## src/rtl/watchdog_ctrl.sv

```systemverilog
// Shared watchdog: clients arm/kick/disarm one time-out counter; on expiry a
// grace counter runs and, without an acknowledge, escalates to a sticky hung.
module watchdog_ctrl #(
    parameter int NUM_CLIENTS        = 4,
    parameter int COUNTER_WIDTH      = 32,
    parameter int POST_COUNTER_WIDTH = 8,
    parameter int DEFAULT_TIMEOUT    = 10000,
    parameter int DEFAULT_POST       = 100
) (
    input  logic                          clk,
    input  logic                          reset,
    input  logic                          cfg_valid,
    input  logic [COUNTER_WIDTH-1:0]      cfg_timeout,
    input  logic [POST_COUNTER_WIDTH-1:0] cfg_post,
    output logic                          cfg_ready,
    input  logic [NUM_CLIENTS-1:0]        arm,
    input  logic [NUM_CLIENTS-1:0]        disarm,
    input  logic [NUM_CLIENTS-1:0]        kick,
    input  logic                          timeout_ack,
    output logic                          timeout,
    output logic                          hung,
    output logic [NUM_CLIENTS-1:0]        armed_mask,
    output logic [NUM_CLIENTS-1:0]        expired_mask,
    output logic [COUNTER_WIDTH-1:0]      count
);

    localparam logic [1:0] ST_IDLE    = 2'd0;
    localparam logic [1:0] ST_RUN     = 2'd1;
    localparam logic [1:0] ST_EXPIRED = 2'd2;
    localparam logic [1:0] ST_HUNG    = 2'd3;

    localparam logic [COUNTER_WIDTH-1:0]      ONE_T = COUNTER_WIDTH'(1);
    localparam logic [POST_COUNTER_WIDTH-1:0] ONE_P = POST_COUNTER_WIDTH'(1);
    localparam logic [COUNTER_WIDTH-1:0]      DEF_T =
        (DEFAULT_TIMEOUT == 0) ? ONE_T : COUNTER_WIDTH'(DEFAULT_TIMEOUT);
    localparam logic [POST_COUNTER_WIDTH-1:0] DEF_P =
        (DEFAULT_POST == 0) ? ONE_P : POST_COUNTER_WIDTH'(DEFAULT_POST);

    logic [1:0]                    state_q, state_d;
    logic [COUNTER_WIDTH-1:0]      reload_q, reload_d;
    logic [POST_COUNTER_WIDTH-1:0] post_reload_q, post_reload_d;
    logic [COUNTER_WIDTH-1:0]      count_q, count_d;
    logic [POST_COUNTER_WIDTH-1:0] post_q, post_d;
    logic                          timeout_q, timeout_d;
    logic                          hung_q, hung_d;
    logic [NUM_CLIENTS-1:0]        armed_q, armed_d;
    logic [NUM_CLIENTS-1:0]        expired_q, expired_d;

    logic [NUM_CLIENTS-1:0]        armed_next;
    logic                          cfg_accept;
    logic [COUNTER_WIDTH-1:0]      cfg_timeout_sat;
    logic [POST_COUNTER_WIDTH-1:0] cfg_post_sat;

    // Arm wins over a simultaneous disarm of the same client.
    for (genvar gi = 0; gi < NUM_CLIENTS; gi++) begin : g_arm
        assign armed_next[gi] = arm[gi] | (armed_q[gi] & ~disarm[gi]);
    end

    assign cfg_accept      = cfg_valid && (state_q == ST_IDLE);
    assign cfg_timeout_sat = (cfg_timeout == '0) ? ONE_T : cfg_timeout;
    assign cfg_post_sat    = (cfg_post == '0) ? ONE_P : cfg_post;

    always_comb begin
        state_d       = state_q;
        reload_d      = reload_q;
        post_reload_d = post_reload_q;
        count_d       = count_q;
        post_d        = post_q;
        timeout_d     = timeout_q;
        hung_d        = hung_q;
        armed_d       = armed_q;
        expired_d     = expired_q;

        unique case (state_q)
            ST_IDLE: begin
                if (cfg_accept) begin
                    reload_d      = cfg_timeout_sat;
                    post_reload_d = cfg_post_sat;
                end
                count_d = reload_d;
                armed_d = armed_next;
                if (|arm) begin
                    state_d = ST_RUN;
                end
            end
            ST_RUN: begin
                armed_d = armed_next;
                if (armed_next == '0) begin
                    state_d = ST_IDLE;
                    count_d = reload_q;
                end else if ((|(kick & armed_next)) || (|arm)) begin
                    count_d = reload_q;
                end else if (count_q == ONE_T) begin
                    state_d   = ST_EXPIRED;
                    timeout_d = 1'b1;
                    expired_d = armed_q;
                    post_d    = post_reload_q;
                end else begin
                    count_d = count_q - ONE_T;
                end
            end
            ST_EXPIRED: begin
                if (timeout_ack) begin
                    state_d   = ST_IDLE;
                    timeout_d = 1'b0;
                    armed_d   = '0;
                    count_d   = reload_q;
                end else if (post_q == ONE_P) begin
                    state_d = ST_HUNG;
                    hung_d  = 1'b1;
                end else begin
                    post_d = post_q - ONE_P;
                end
            end
            default: begin
                // HUNG holds everything until reset.
            end
        endcase
    end

    always_ff @(posedge clk) begin
        if (reset) begin
            state_q       <= ST_IDLE;
            reload_q      <= DEF_T;
            post_reload_q <= DEF_P;
            count_q       <= DEF_T;
            post_q        <= DEF_P;
            timeout_q     <= 1'b0;
            hung_q        <= 1'b0;
            armed_q       <= '0;
            expired_q     <= '0;
        end else begin
            state_q       <= state_d;
            reload_q      <= reload_d;
            post_reload_q <= post_reload_d;
            count_q       <= count_d;
            post_q        <= post_d;
            timeout_q     <= timeout_d;
            hung_q        <= hung_d;
            armed_q       <= armed_d;
            expired_q     <= expired_d;
        end
    end

    assign cfg_ready    = (state_q == ST_IDLE) && !reset;
    assign timeout      = timeout_q;
    assign hung         = hung_q;
    assign armed_mask   = armed_q;
    assign expired_mask = expired_q;
    assign count        = count_q;

endmodule

```

## config.mk

```make
export PLATFORM = sky130hd
export DESIGN_NAME = watchdog_ctrl
export DESIGN_NICKNAME = d
export VERILOG_FILES = /design/src/rtl/watchdog_ctrl.sv
export SDC_FILE = /design/constraint.sdc
export NUM_CORES = 1
export LEC_CHECK = 0
export ABC_CLOCK_PERIOD_IN_PS = 6200
export CAP_MARGIN = 0
export CORE_ASPECT_RATIO = 1.5
export CORE_MARGIN = 2
export CORE_UTILIZATION = 30
export CTS_BUF_LIST = sky130_fd_sc_hd__clkbuf_8 sky130_fd_sc_hd__clkbuf_16
export DETAILED_ROUTE_END_ITERATION = 8
export MAX_ROUTING_LAYER = met4
export SLEW_MARGIN = 20
export SYNTH_ARGS = -nofsm -noshare
export SYNTH_HDL_FRONTEND = slang
export SYNTH_SLANG_ARGS = --single-unit
```

## constraint.sdc

```tcl
create_clock -name clk -period 6.2 [get_ports clk]
set_input_delay 1.24 -clock clk [delete_from_list [all_inputs] [get_ports clk]]
set_output_delay 1.24 -clock clk [all_outputs]
set_load 0.02 [all_outputs]
```

==> results_dict.tcl <==
set metrics [dict create \
    status "completed" \
    vias 5439 \
    ys_async_sr_fraction_pct 0 \
    grt-ovfl-total 0 \
    synth_seq_cells 92 \
    critPathBufInv 2 \
    drv_cap 0 \
    placed_area_sq_um 6410 \
    die_h_um 166.6 \
    path_class "input pin to flip-flop" \
    cts-resized-gates 0 \
    final_cells 971 \
    synth.area.top_cells "dfxtp_1, nand2_1, a21oi_1" \
    via_per_inst 5.601 \
    wl_per_cell_um 18.73 \
    critical_path.top_delay_family "compound AO/OA/AOI/OAI gates" \
    worst_pin_slew_ns 0.9734 \
    antenna_cells 0 \
    end_kind "flip-flop" \
    dp_hpwl_um 12790 \
    grt_antenna_before_repair 0 \
    synth_area_sq_um 5288 \
    skew_ns 0.01476 \
    die_area_sq_um 18730 \
    detail-route-antenna-nets 0 \
    first_pass_iters 4 \
    clock_latency_ns 0.36 \
    synth_top_area_share_pct 34.83 \
    p_per_area_nw_per_um2 431.3 \
    maxClockFrequency_mhz 227.4 \
    critPathRequiredTime_ns 6.48 \
    synth_cell_types 61 \
    cts_tree "done" \
    portBuffers 98 \
    rsz0062_at_grt "false" \
    timing.final.crit_share_pct 70.94 \
    peakVddDrop_mv 0.2010 \
    pin_count 99 \
    cts_hold_buf 0 \
    grt_max_degree 70 \
    setup_ws_ns 1.802 \
    ys_seq_area_share_pct 34.83 \
    avgSynthCellArea_sq_um 7.753 \
    path_clk_slew_ns 0.08 \
    crit_fanout 25 \
    drt_iter0_drc 266 \
    wirelength_um 18190 \
    initial_core_util_pct 30.48 \
    synth_common_cells "dfxtp_1, nand2_1, nor2_1" \
    synth_edf_count 0 \
    dp_slack_ns 1.468 \
    yosys.area.top_type "dfxtp_1" \
    area_growth_pct 27.09 \
    grt_usage_pct 19.46 \
    crit_path_top_delay_cell "o31a_1" \
    place_inst 955 \
    nNetsFinal 818 \
    netlist_instances 682 \
    layout_min_cycle_time_ns 4.398 \
    routabilityCongestion 0.8258 \
    slew_headroom_pct 34.95 \
    cp_cell_sequence "clkdlybuf4s50_1 -> or4_1 -> or3_1 -> o21ai_1 -> o31a_1 -> buf_4 -> o21ai_0 -> a31oi_1" \
    cts_setup_buffers 0 \
    setup_viol 0 \
    synth_nets 747 \
    row_count 59 \
    post-route-cell-area_sq_um 6720 \
    final_max_slew_viol_count 0 \
    hold_class "flip-flop to flip-flop" \
    ys_warn_count 0 \
    post-route-drc-count 0 \
    grt_first_pass_wirelength_um 28270 \
    start_kind "input pin" \
    die_w_um 112.4 \
    root_buffer "clkbuf_16" \
    cts_num_sinks 92 \
    max_stage_delay_ns 0.74 \
    finalHoldViolations 0 \
    numCtsBuffers 9 \
    grt_pass1_vias 5275 \
    synth_most_common_cell "dfxtp_1" \
    synth-main-ff-cell "dfxtp_1" \
    arrival_ns 4.67 \
    setup_tns_ns 0 \
    leakagePower_uw 0.002469 \
    htree_levels 3 \
    design.core.area_sq_um 17350 \
    clockBufferDepth 2 \
    drive_gt1_share_pct 5.145 \
]
layout make-up:
type	instances	area, sq um
well taps	213	266.5
multi-input cells	531	3209
repair buffers	108	1051
clock inverters	6	71.32
inverters	11	41.29
flip-flops and latches	92	1842
clock buffers	10	239.0
fillers	1801	10630
metal layers:
layer  share of wire [%]  track usage (%)  wire length (um)
met5                   0                -                 0
met4                 3.4            9.385               620
met3                 4.8            2.584               868
met2                  51            33.05              9213
met1                  41            22.48              7485
logic make-up (layout without fill, tap and decap cells):
group	Yosys count	count (layout)	synth area share, %
flops	92	92	34.83
simple gates	286	286	26.38
buf+inv	59	135	4.496
mux	27	27	5.111
xor+xnor	24	24	3.975
fa+ha+maj	9	9	2.130
compound gates	185	185	23.07
sequential cells by signal, indices dropped and copies added, names as in the netlist:
name and cells:
count 32, reload_q 32, post_q 8, post_reload_q 8, armed_mask 4, expired_mask 4
state_q 2, hung 1, timeout 1
placed cells by master, fill, tap and decap left out, types with 3 or more instances in the layout:
| cell type | Yosys | layout |
|---|---|---|
| ha_1 | 9 | 9 |
| or3_1 | 8 | 8 |
| o41ai_1 | 3 | 3 |
| o21ai_0 | 34 | 34 |
| a32o_1 | 3 | 3 |
| o211ai_1 | 8 | 8 |
| nor2_1 | 59 | 59 |
| a22oi_1 | 4 | 4 |
| a21oi_1 | 54 | 54 |
| nand2_1 | 91 | 91 |
| dfxtp_1 | 92 | 92 |
| a211oi_1 | 9 | 9 |
| or4_1 | 8 | 8 |
| xor2_1 | 18 | 18 |
| a32oi_1 | 17 | 17 |
| clkdlybuf4s50_1 | 0 | 97 |
| xnor2_1 | 6 | 6 |
| nand3_1 | 29 | 29 |
| o32ai_1 | 3 | 3 |
| nor3_1 | 21 | 21 |
| mux2i_1 | 27 | 27 |
| or2_2 | 3 | 3 |
| nor3b_1 | 4 | 4 |
| a31oi_1 | 22 | 22 |
| nand2b_1 | 12 | 12 |
| inv_1 | 10 | 10 |
| and3_1 | 9 | 9 |
| buf_4 | 0 | 10 |
| nor4_1 | 21 | 21 |
| clkbuf_16 | 0 | 9 |
| nand4_1 | 5 | 5 |
| o21ai_1 | 6 | 6 |
| nor2b_1 | 6 | 6 |
power by group:
group          switching [uW]  leakage, uW  internal, uW  total, uW
Combinational             818      0.00156           567       1380
Clock                     260     0.000151           328        589
Sequential                190     0.000756           735        925
Total                    1270      0.00247          1630       2900
worst paths after layout:
kind                                  start                        end  slack [ns]  cells after the start
setup / recovery                     arm[1]      count[5]$_SDFFE_PP0P_        1.80                      8
hold / removal    reload_q[11]$_SDFFE_PP0N_  reload_q[11]$_SDFFE_PP0N_        0.46                      2
setup reg to reg      count[9]$_SDFFE_PP1P_     post_q[0]$_SDFFE_PP0P_        2.39                      6
hold reg to reg   reload_q[11]$_SDFFE_PP0N_  reload_q[11]$_SDFFE_PP0N_        0.46                      2
per-stage QoR:
stage	hold WS, ns	power (uW)	utilization [%]
after global routing	0.4870	3076	38.74
after CTS	0.4599	2904	38.74
after global placement	0.4474	2306	36.95
after detailed placement	0.4486	2311	36.95
final	0.4614	2898	38.74
after floorplan	0.4352	1797	-
worst register-to-register path, stage by stage, from the launching register on:
cell,delay [ns]
dfxtp_1,0.40
or4_4,0.59
or4_1,0.70
or4_4,0.71
a2111oi_4,0.83
o21ai_1,0.19
a221oi_2,0.30
Note: power is estimated with default switching activity, not from simulation.
